### src/rtl/reg_writeback.sv
// reg_writeback: producer side of the register file write port.
//
// Merges ALU results and load responses into one registered write stream.
// Load responses are formatted (byte/half extraction and extension) and
// buffered in a small FIFO. A per-register pending-load scoreboard lets the
// issue logic detect load-use and write-after-write hazards.
//
// Ports:
//   clk, rst                      clock, asynchronous active-high reset
//   alu_valid/alu_rd/alu_data     ALU result (no handshake)
//   alu_stall                     upstream must hold ALU results (FIFO full)
//   ld_valid/ld_ready             load response handshake
//   ld_rd/ld_data/ld_funct3/ld_off  load destination, raw word, type, byte offset
//   issue_load_en/issue_load_rd   load issue notification (sets pending bit)
//   rs1/rs2                       hazard query addresses
//   hazard1/hazard2/hazard_rd     combinational hazard flags
//   write_en/write_addr/write_data  registered register file write port
//   err                           sticky: ALU result dropped while FIFO full
module reg_writeback #(
  parameter int XLEN       = 32,
  parameter int REG_COUNT  = 32,
  parameter int FIFO_DEPTH = 4,
  localparam int AW        = $clog2(REG_COUNT)
) (
  input  logic            clk,
  input  logic            rst,
  input  logic            alu_valid,
  input  logic [AW-1:0]   alu_rd,
  input  logic [XLEN-1:0] alu_data,
  output logic            alu_stall,
  input  logic            ld_valid,
  output logic            ld_ready,
  input  logic [AW-1:0]   ld_rd,
  input  logic [XLEN-1:0] ld_data,
  input  logic [2:0]      ld_funct3,
  input  logic [1:0]      ld_off,
  input  logic            issue_load_en,
  input  logic [AW-1:0]   issue_load_rd,
  input  logic [AW-1:0]   rs1,
  input  logic [AW-1:0]   rs2,
  output logic            hazard1,
  output logic            hazard2,
  output logic            hazard_rd,
  output logic            write_en,
  output logic [AW-1:0]   write_addr,
  output logic [XLEN-1:0] write_data,
  output logic            err
);

  localparam int PW = $clog2(FIFO_DEPTH);
  localparam int CW = $clog2(FIFO_DEPTH + 1);

  // FIFO storage: destination register and formatted data per entry
  logic [AW-1:0]   fifo_rd_mem   [FIFO_DEPTH];
  logic [XLEN-1:0] fifo_data_mem [FIFO_DEPTH];

  logic [PW-1:0]   wr_ptr_reg, rd_ptr_reg;
  logic [CW-1:0]   count_reg;
  logic            fifo_full, fifo_empty;
  logic            push, pop;
  logic            alu_ok;
  logic [AW-1:0]   head_rd;
  logic [XLEN-1:0] head_data;

  logic [7:0]      ld_byte;
  logic [15:0]     ld_half;
  logic [XLEN-1:0] ld_fmt;

  logic            write_en_reg, write_en_next;
  logic [AW-1:0]   write_addr_reg, write_addr_next;
  logic [XLEN-1:0] write_data_reg, write_data_next;
  logic            err_reg, err_next;

  logic [REG_COUNT-1:0] pending_reg;

  // Readiness comes from registered occupancy only, so a same-cycle pop
  // never opens the door combinationally.
  assign fifo_full  = (count_reg == CW'(FIFO_DEPTH));
  assign fifo_empty = (count_reg == '0);
  assign ld_ready   = !fifo_full;
  assign alu_stall  = fifo_full;

  // Responses to x0 are consumed (ld_ready still high) but never stored.
  assign push    = ld_valid && ld_ready && (ld_rd != '0);
  assign alu_ok  = alu_valid && (alu_rd != '0);
  assign head_rd   = fifo_rd_mem[rd_ptr_reg];
  assign head_data = fifo_data_mem[rd_ptr_reg];

  // Load data formatting
  always_comb begin
    ld_byte = ld_data[{ld_off, 3'b000} +: 8];
    ld_half = ld_data[{ld_off[1], 4'b0000} +: 16];
    case (ld_funct3)
      3'b000:  ld_fmt = {{(XLEN-8){ld_byte[7]}}, ld_byte};
      3'b100:  ld_fmt = {{(XLEN-8){1'b0}}, ld_byte};
      3'b001:  ld_fmt = {{(XLEN-16){ld_half[15]}}, ld_half};
      3'b101:  ld_fmt = {{(XLEN-16){1'b0}}, ld_half};
      default: ld_fmt = ld_data;
    endcase
  end

  // Write selection. A full FIFO takes priority over the ALU so loads can
  // always drain; an ALU result arriving then is lost and flagged.
  always_comb begin
    pop             = 1'b0;
    write_en_next   = 1'b0;
    write_addr_next = write_addr_reg;
    write_data_next = write_data_reg;
    err_next        = err_reg;
    if (fifo_full) begin
      pop             = 1'b1;
      write_en_next   = 1'b1;
      write_addr_next = head_rd;
      write_data_next = head_data;
      if (alu_ok) begin
        err_next = 1'b1;
      end
    end else if (alu_ok) begin
      write_en_next   = 1'b1;
      write_addr_next = alu_rd;
      write_data_next = alu_data;
    end else if (!fifo_empty) begin
      pop             = 1'b1;
      write_en_next   = 1'b1;
      write_addr_next = head_rd;
      write_data_next = head_data;
    end
  end

  // FIFO storage has no reset; validity is tracked by the pointers.
  always_ff @(posedge clk) begin
    if (push) begin
      fifo_rd_mem[wr_ptr_reg]   <= ld_rd;
      fifo_data_mem[wr_ptr_reg] <= ld_fmt;
    end
  end

  always_ff @(posedge clk or posedge rst) begin
    if (rst) begin
      wr_ptr_reg     <= '0;
      rd_ptr_reg     <= '0;
      count_reg      <= '0;
      write_en_reg   <= 1'b0;
      write_addr_reg <= '0;
      write_data_reg <= '0;
      err_reg        <= 1'b0;
    end else begin
      if (push) begin
        wr_ptr_reg <= wr_ptr_reg + PW'(1);
      end
      if (pop) begin
        rd_ptr_reg <= rd_ptr_reg + PW'(1);
      end
      if (push && !pop) begin
        count_reg <= count_reg + CW'(1);
      end else if (pop && !push) begin
        count_reg <= count_reg - CW'(1);
      end
      write_en_reg   <= write_en_next;
      write_addr_reg <= write_addr_next;
      write_data_reg <= write_data_next;
      err_reg        <= err_next;
    end
  end

  // Pending-load scoreboard; x0 never pends. Set beats clear for the same rd.
  generate
    for (genvar gi = 0; gi < REG_COUNT; gi++) begin : g_pending
      if (gi == 0) begin : g_zero
        assign pending_reg[gi] = 1'b0;
      end else begin : g_bit
        always_ff @(posedge clk or posedge rst) begin
          if (rst) begin
            pending_reg[gi] <= 1'b0;
          end else if (issue_load_en && (issue_load_rd == AW'(gi))) begin
            pending_reg[gi] <= 1'b1;
          end else if (pop && (head_rd == AW'(gi))) begin
            pending_reg[gi] <= 1'b0;
          end
        end
      end
    end
  endgenerate

  assign hazard1    = pending_reg[rs1];
  assign hazard2    = pending_reg[rs2];
  assign hazard_rd  = issue_load_en && pending_reg[issue_load_rd];

  assign write_en   = write_en_reg;
  assign write_addr = write_addr_reg;
  assign write_data = write_data_reg;
  assign err        = err_reg;

endmodule

### config.mk
export PLATFORM = sky130hd
export DESIGN_NAME = reg_writeback
export DESIGN_NICKNAME = d
export VERILOG_FILES = /design/src/rtl/reg_writeback.sv
export SDC_FILE = /design/constraint.sdc
export NUM_CORES = 1
export LEC_CHECK = 0
export ABC_AREA = 1
export BUFFER_PORTS_ARGS = -buffer_cell sky130_fd_sc_hd__buf_2
export CAP_MARGIN = 20
export CELL_PAD_IN_SITES_DETAIL_PLACEMENT = 1
export CELL_PAD_IN_SITES_GLOBAL_PLACEMENT = 2
export CORE_UTILIZATION = 35
export CTS_BUF_LIST = sky130_fd_sc_hd__clkbuf_16
export CTS_CLUSTER_SIZE = 10
export DETAILED_ROUTE_END_ITERATION = 10
export GPL_ROUTABILITY_DRIVEN = 0
export PLACE_DENSITY_LB_ADDON = 0.25
export RECOVER_POWER = 25
export SYNTH_ARGS = -nofsm -noshare
export SYNTH_HDL_FRONTEND = slang
export SYNTH_SLANG_ARGS = --single-unit
### constraint.sdc
create_clock -name clk -period 3.74 [get_ports clk]
set_input_delay 0.187 -clock clk [delete_from_list [all_inputs] [get_ports clk]]
set_output_delay 0.187 -clock clk [all_outputs]
set_load 0.01 [all_outputs]
## Yosys cells after proc, flatten, opt, wreduce, memory -nomap -nowiden

Memory sizes are Yosys's and may differ from the RTL's.
Cells that the tools add are included.

- Multiplexer cells: 84
- Reductions and logical operators: 108
- $add $sub $neg: 4
- Shifts and indexed selects: 2
- Equality and inequality tests: 67
- Order comparisons: 3

Operators with widths:

| cell | number |
|---|---|
| $eq 5x5->1 const B | 32 |
| $pmux 32 s4 | 1 |
| $mux 32 | 3 |
| $eq 5x4->1 const B | 16 |
| $mux 1 | 72 |
| $logic_and 1x1->1 | 68 |
| $reduce_bool 2->1 | 32 |
| $eq 5x3->1 const B | 8 |
| $shiftx 32x6->16 | 1 |
| $shiftx 32x6->8 | 1 |
| $eq 5x2->1 const B | 4 |
| $lt 5x6->1 const B | 3 |
| $bmux 1 s5 | 3 |
| $mux 5 | 3 |
| $eq 5x1->1 const B | 2 |
| $reduce_bool 5->1 | 2 |
| $eq 3x3->1 const B | 3 |
| $logic_not 3->1 | 2 |
| $mux 3 | 2 |
| $add 2x1->2 const B | 2 |
| $add 3x1->3 const B | 1 |
| $eq 3x1->1 const B | 1 |
| $logic_not 1->1 | 3 |
| $ne 3x2->1 const B | 1 |
| 2 further kinds | 2 |

- Input bits: 99
- Word-level logic and storage cells: 308
- Memories: 2
- Register bits: 77
- Output and inout bits: 44
- Bits in writable memories: 148

Memories:

| memory | words | bits a word | rd ports | clocked after memory_dff | write ports | RTL line | source |
|---|---|---|---|---|---|---|---|
| fifo_data_mem | 4 | 32 | 1 | 0 | 1 | 55 | `logic [XLEN-1:0] fifo_data_mem [FIFO_DEPTH];` |
| fifo_rd_mem | 4 | 5 | 1 | 0 | 1 | 54 | `logic [AW-1:0] fifo_rd_mem [FIFO_DEPTH];` |

## Depth between registers and ports, before layout

Gate-level depths: netlist of the first run.

- Depth in word-level cells: 8
- Gate-level depth with buffers: 12
- Depth with buffers taken out: 11

## Least setup slack after synthesis of the first run

No wires, ideal clock.

- Path kind: register to register
- Start point: reg count_reg[0]
- End point: mem fifo_data_mem[0][0] (enable)
- Path buffers: 0
- Data required time: 3,309 ps
- Period minus slack after synthesis: 2,784 ps
- Arrival time: 2,353 ps
- Setup slack: 956 ps
- Cell stages (with the launch flop): 5
- Setup time: 431 ps
- Cell sequence: dfrtp_1 > nor2_2 > nand2_2 > nand3_1 > nor2_1

- Cells in the longest elaborated chain, start to end: 6

Ends and longest elaborated chain:

| item | RTL line | source |
|---|---|---|
| start: declaration | 58 | `logic [CW-1:0] count_reg;` |
| start signal: assignment | 155 | `count_reg <= count_reg + CW'(1);` |
| start signal: assignment | 157 | `count_reg <= count_reg - CW'(1);` |
| $eq 3x3->1 | 78 | `assign fifo_full = (count_reg == CW'(FIFO_DEPTH));` |
| $logic_not 1->1 | 80 | `assign ld_ready = !fifo_full;` |
| via ld_ready | 32 | `output logic ld_ready,` |
| $logic_and 1x1->1 (2 in series) | 84 | `assign push = ld_valid && ld_ready && (ld_rd != '0);` |
| $mux 1 | 132 | `if (push) begin` |
| $mux 1 (not written as such) | 134 | `fifo_data_mem[wr_ptr_reg] <= ld_fmt;` |
| end: declaration | 55 |  |

The timed path passes the listed nets, and every way through them passes these cells.

==> results of run 1 <==
area by class of cell:
| type | count | area (sq um) |
|---|---|---|
| Tap cell | 402 | 503 |
| Antenna cell | 1 | 2.50 |
| Clock inverter | 22 | 82.6 |
| Fill cell | 3807 | 18200 |
| Multi-Input combinational cell | 964 | 4210 |
| Clock buffer | 27 | 676 |
| Sequential cell | 225 | 6370 |
| Timing Repair Buffer | 194 | 1160 |
| Inverter | 66 | 249 |
how the worst min path moves through the flow:
| stage | start | cells past startpoint | end |
|---|---|---|---|
| 2_1_floorplan | ld_rd[0] | 0 | fifo_rd_mem[0][0] |
| 3_3_place_gp | rst | 2 | pending_reg[28] |
| 3_5_place_dp | rst | 2 | pending_reg[28] |
| 4_1_cts | alu_data[8] | 3 | write_data[8] |
| 5_1_grt | alu_data[7] | 3 | write_data[7] |
| 6_report | alu_data[5] | 3 | write_data[5] |
per-layer routing:
metal / up-vias / routed length, um / part of all wire (%)
li1: 4642 / - / -
met1: 4563 / 16800 / 49
met2: 211 / 15600 / 45
met3: 31 / 1460 / 4.2
met4: 0 / 541 / 1.6
met5: - / 0 / 0
cells by family after synthesis:
logic type | after synthesis
xor gates and xnor gates | 4
DFF | 225
and+or+nand+nor | 825
AOI/OAI and AO/OA | 128
muxes | 1
adders and majority gates | 6
buffers and inverters | 131
tightest hold or removal path: cells and delay by family:
family	cells	cell delay, ns
AOI/OAI and AO/OA	2	0.21
buffers and inverters	1	0.09
layout by cell type (no fill, tap or decap), types with 2 or more instances in the layout:
| cell type | instances |
|---|---|
| buf_2 | 118 |
| o211ai_1 | 14 |
| o21ai_1 | 68 |
| inv_1 | 75 |
| nand3_1 | 144 |
| nor2_4 | 7 |
| o21bai_1 | 2 |
| inv_2 | 4 |
| clkinv_1 | 8 |
| o22ai_1 | 2 |
| o221ai_1 | 2 |
| edfxtp_1 | 148 |
| nor2_1 | 56 |
| clkbuf_16 | 27 |
| buf_4 | 11 |
| dlygate4sd3_1 | 39 |
| a21oi_1 | 9 |
| o21ai_0 | 27 |
| nand2_2 | 7 |
| nand2_1 | 608 |
| xor2_1 | 3 |
| dfrtp_1 | 76 |
| clkbuf_1 | 26 |
| ha_1 | 5 |
report_power, final:
| part | total [W] | internal [W] | switching (W) |
|---|---|---|---|
| sequential | 0.00399 | 0.00346 | 0.000522 |
| combinational | 0.00351 | 0.00108 | 0.00243 |
| clock | 0.00225 | 0.00129 | 0.000961 |
timing repair:
item	in CTS	in global routing
endpoints found under the setup margin	0	0
hold buffers	39	0
endpoints found under the hold margin	78	0
through the flow:
| step | cell area (sq um) | power (W) | utilization (%) | worst slack, ns |
|---|---|---|---|---|
| 5_1_grt | 13300 | 0.0105 | 42.1 | 0.691 |
| 4_1_cts | 13300 | 0.00991 | 42.2 | 1.17 |
| 3_3_place_gp | 12100 | 0.00749 | 38.6 | 1.23 |
| 6_report | 13300 | 0.00975 | 42.1 | 1.18 |
| 3_5_place_dp | 12100 | 0.00759 | 38.6 | 1.17 |
| 2_1_floorplan | 11200 | 0.00632 | - | 0.956 |
==> flow_summary.yaml, run 1 <==
layout:
  area_growth_pct: 18.6
  drive_gt1_share_pct: 12.1
  stdcell_count: 1901
  nNetsFinal: 1583
  largest_reg_flops: 128
worst_setup_path:
  cp_num_cells: 4
  slowest_delay_ns: 1.24
  path_max_fanout: 27
  crit_slowest_cell: "clkbuf_1"
  path_buf_inv: 4
  cp.required_ns: 4.07
  rrSetupSlack_ns: 1.20
  ff2ff_path_depth: 10
  startpoint: "rst"
  crit_end: "write_data[30]"
  critPathKind: "in2async"
  cp_data_arrival_time_ns: 2.89
  crit_chain: "dlygate4sd3_1 > buf_2 > clkinvlp_2 > clkbuf_1"
  cp-end-kind: "asynchronous set/reset pin"
  reg2reg_from: "count_reg[0]"
  cp-start-kind: "input pin"
  crit_family: "buffers and inverters"
  r2r-end: "count_reg[2]"
synth:
  ys_ff_latch: 225
  synth_common_cells: "nand2_1 (608), edfxtp_1 (148), nand3_1 (144)"
  synthAdderAreaFrac_pct: 0.739
  synth_most_common_cell: "nand2_1"
  syn_inst: 1320
  synth_mux_area_share_pct: 0.101
  synth_top_area_cell: "edfxtp_1"
  synth_edf_count: 148
  ys_seq_area_share_pct: 57.0
  synth_top_flop_cell: "edfxtp_1"
  synth_xor_area_share_pct: 0.314
  synth-warning-count: 0
  yosys.area_share.simple_pct: 29.8
  avgSynthCellArea_sq_um: 8.47
  synth_top_area_share_pct: 39.8
  synth_top_family_by_area: "simple AND/OR/NAND/NOR gates"
  synth-compound-area-share_pct: 6.30
  synth_nets: 1425
  synthArstFlopShare_pct: 34.2
  synth_area_leaders: "edfxtp_1 (40%), nand2_1 (20%), dfrtp_1 (17%)"
  synth_cell_types: 36
  synthesis.area_sq_um: 11200
place:
  port_buffers: 142
  place_hpwl_um: 23500
  place_inst: 1812
power:
  vdd_drop_max_uv: 402
  p_leak_nw: 5.86
  p_per_area_nw_per_um2: 736
global_route:
  antenna_found_initial: 1
  grt_max_degree: 54
  grt.overflow.total: 0
  grt.total_usage_pct: 21.2
  grt_pass1_vias: 9626
  use_met1_pct: 30.4
  grt_busiest_layer: "met2"
  use_met2_pct: 34.5
  grt_use_met3_pct: 2.36
  grt_pass1_wl_um: 54100
sta:
  final_hold_viol_count: 0
  finalSetupTns_ns: 0
  setup_violations: 0
  final.setup_skew_ns: 0.00592
  rsz0062_at_grt: "no"
  drv_slew: 54
  tightest_slew_ns: 1.61
  fin_crit_sh_pct: 68.4
  hold_slack_ns: 0.0130
  relSlewSlack_pct: -7.50
  timing.fmax_mhz: 391
  fin_crit_ns: 2.56
clock_tree:
  cts_resized: 0
  cts_buffers: 27
  cts_tree: "done"
  cts_setup_buffers: 0
  ctsLongestPathBuffers: 3
  clock_sinks: 225
  h-tree-depth: 1
  clkTransAtPathRegs_ns: 0.05
  clock_latency_ns: 0.52
  clock-root-buffer: "clkbuf_16"
routing:
  wl_per_cell_um: 18.1
  first_pass_iters: 5
  routed_wirelength_um: 34400
  drt_iter0_drc: 537
  via_per_inst: 4.97
  ant_nets: 0
  drc: 0
  vias: 9447
worst_hold_path:
  hold_path.class: "in2reg"
floorplan:
  rows: 65
  die_h_um: 181
  start_util_pct: 35.5
  ioPinCount: 143
  die_w_um: 181
  design.core.area_sq_um: 31500
  die-area_sq_um: 32600
status:
  status: "finished with violations"
  violations: "capacitance limit, slew limit"
job:
  maxCapViolations: 2
Power figures use the tool's default switching activity.
==> run 2: changes to the inputs <==
==> constraint.sdc (replaced) <==
create_clock -name clk -period 2.6 [get_ports clk]
set_input_delay 0.13 -clock clk [delete_from_list [all_inputs] [get_ports clk]]
set_output_delay 0.13 -clock clk [all_outputs]
set_load 0.01 [all_outputs]
==> run 2 against run 1 <==
Compared with the run above:
- the flow now finishes without violations
- clock power is 52% higher
- cell count rose by 0.95%
- clock skew is 0.0056 ns higher
- global-route usage is 0.35 points higher
- final area rose by 2.2%
- largest power group unchanged
- routed wire length increased by 1.2%
==> flow_summary.yaml, run 2 (synthesized netlist as in run 1, its figures left out) <==
routing:
  wl_per_cell_um: 18.1
  vias: 9559
  drt_iter0_drc: 529
  via_per_inst: 4.98
  drc: 0
  routed_wirelength_um: 34800
  ant_nets: 0
  first_pass_iters: 4
sta:
  finalWorstSetupSlack_ns: 0.462
  setup_violations: 0
  final.setup_skew_ns: 0.0115
  fin_crit_sh_pct: 82.2
  rsz0062_at_grt: "no"
  drv_slew: 0
  tightest_slew_ns: 1.16
  timing.fmax_mhz: 468
  relSlewSlack_pct: 22.5
  fin_crit_ns: 2.14
  finalSetupTns_ns: 0
  final_hold_viol_count: 0
clock_tree:
  ctsLongestPathBuffers: 3
  cts_buffers: 28
  clock_sinks: 225
  clock_latency_ns: 0.54
  cts_tree: "done"
  clkTransAtPathRegs_ns: 0.05
  h-tree-depth: 1
  clock-root-buffer: "clkbuf_16"
floorplan:
  die_w_um: 181
  start_util_pct: 35.5
  die_h_um: 181
  rows: 65
  ioPinCount: 143
  design.core.area_sq_um: 31500
  die-area_sq_um: 32600
worst_setup_path:
  path_max_fanout: 3
  crit_slowest_cell: "dlygate4sd3_1"
  crit_chain: "dlygate4sd3_1 > buf_2 > nor2_1 > nand3_1 > nand3_4 > nand2_2 > ha_1 > inv_1 > fa_1 > mux2_2"
  slowest_delay_ns: 0.54
  cp-end-kind: "flop"
  cp_data_arrival_time_ns: 2.55
  cp-start-kind: "input pin"
  cp.required_ns: 3.02
  critPathKind: "in2reg"
global_route:
  grt_pass1_wl_um: 54700
  grt_pass1_vias: 9699
  grt_max_degree: 61
  antenna_found_initial: 1
  grt.total_usage_pct: 21.5
  grt.overflow.total: 0
power:
  p_leak_nw: 6.00
  p_per_area_nw_per_um2: 1070
  vdd_drop_max_uv: 457
layout:
  layout_common_cells: "nand2_1 (608), edfxtp_1 (148), nand3_1 (144), buf_2 (126), dfrtp_1 (76)"
  nNetsFinal: 1600
  drive_gt1_share_pct: 13.4
  multi_input_area_sq_um: 4210
  stdcell_area_sq_um: 13500
  n_fill_cell: 3767
  largest_reg_flops: 128
  post-route-util_pct: 43.0
  final_common_cell: "nand2_1"
  regArea_sq_um: 6370
  n_antenna_cell: 0
  area_growth_pct: 21.2
job:
  maxCapViolations: 0
place:
  port_buffers: 142
  place_hpwl_um: 24400
  post_dp_cell_area_sq_um: 12300
  dpl_worst_slack_ns: 0.467
worst_hold_path:
  hold_path.class: "in2reg"
status:
  status: "completed"
[run 2: cell count changes in the layout (fill, tap and decap cells not counted), sizes merged]
cell | previous run | this run
buf | 129 | 143
clkbuf | 53 | 49
clkinv | 8 | 10
diode | 1 | 0
dlygate4sd3 | 39 | 47
inv | 79 | 78
[run 2: final cells by class]
class	instances	area share [%]
clock inverters	23	0.675
clock buffers	29	5.36
well taps	402	3.72
inverters	66	1.84
flip-flops and latches	225	47.1
multi-input cells	964	31.1
repair buffers	210	10.3
[run 2: where the power goes]
group / leakage, nW / internal (W) / total [W] / switching [W]
Sequential: 2.26 / 0.00498 / 0.00572 / 0.000743
Clock: 0.455 / 0.00199 / 0.00343 / 0.00144
Combinational: 3.28 / 0.00171 / 0.00528 / 0.00357
[run 2: per-stage QoR]
step	instances	hold slack (ns)	power (W)
after CTS	1919	0.0289	0.0146
after detailed placement	1820	0.163	0.0111
after floorplan	1320	0.229	0.00909
after global routing	1919	0.0427	0.0155
final	1919	0.0415	0.0144
after global placement	1820	0.162	0.0110
[run 2: repair_timing]
| item | in CTS | in global routing |
|---|---|---|
| resized for setup | 0 | 0 |
| buffers inserted | 0 | 0 |
| hold endpoints to repair | 111 | 0 |
| hold buffers | 47 | 0 |
[run 2: path summary, 6_finish.rpt]
| check | from | endpoint | slack [ns] | cells after the start |
|---|---|---|---|---|
| min in group asynchronous | rst | write_addr[3] | 0.36 | 3 |
| worst min register to register | write_data[19] | write_data[19] | 0.48 | 2 |
| worst max register to register | count_reg[0] | count_reg[2] | 0.54 | 10 |
| worst max-delay path | alu_rd[2] | count_reg[1] | 0.46 | 10 |
| worst min-delay path | ld_data[13] | fifo_data_mem[1][13] | 0.04 | 3 |
| max in group asynchronous | rst | write_data[19] | 0.76 | 4 |
[run 2: per-layer routing]
| layer | GRT usage (%) | up-vias | share of wire (%) |
|---|---|---|---|
| met5 | 0 | - | 0.037 |
| met3 | 2.67 | 59 | 4.1 |
| met2 | 35.1 | 212 | 46 |
| met1 | 30.0 | 4600 | 48 |
| met4 | 6.05 | 2 | 2.3 |
| li1 | - | 4686 | - |
[run 2: critical path: cells and delay by family]
family	cells	cell delay (ns)
simple gates	4	0.79
buf+inv	3	0.76
fa+ha+maj	2	0.60
mux	1	0.26
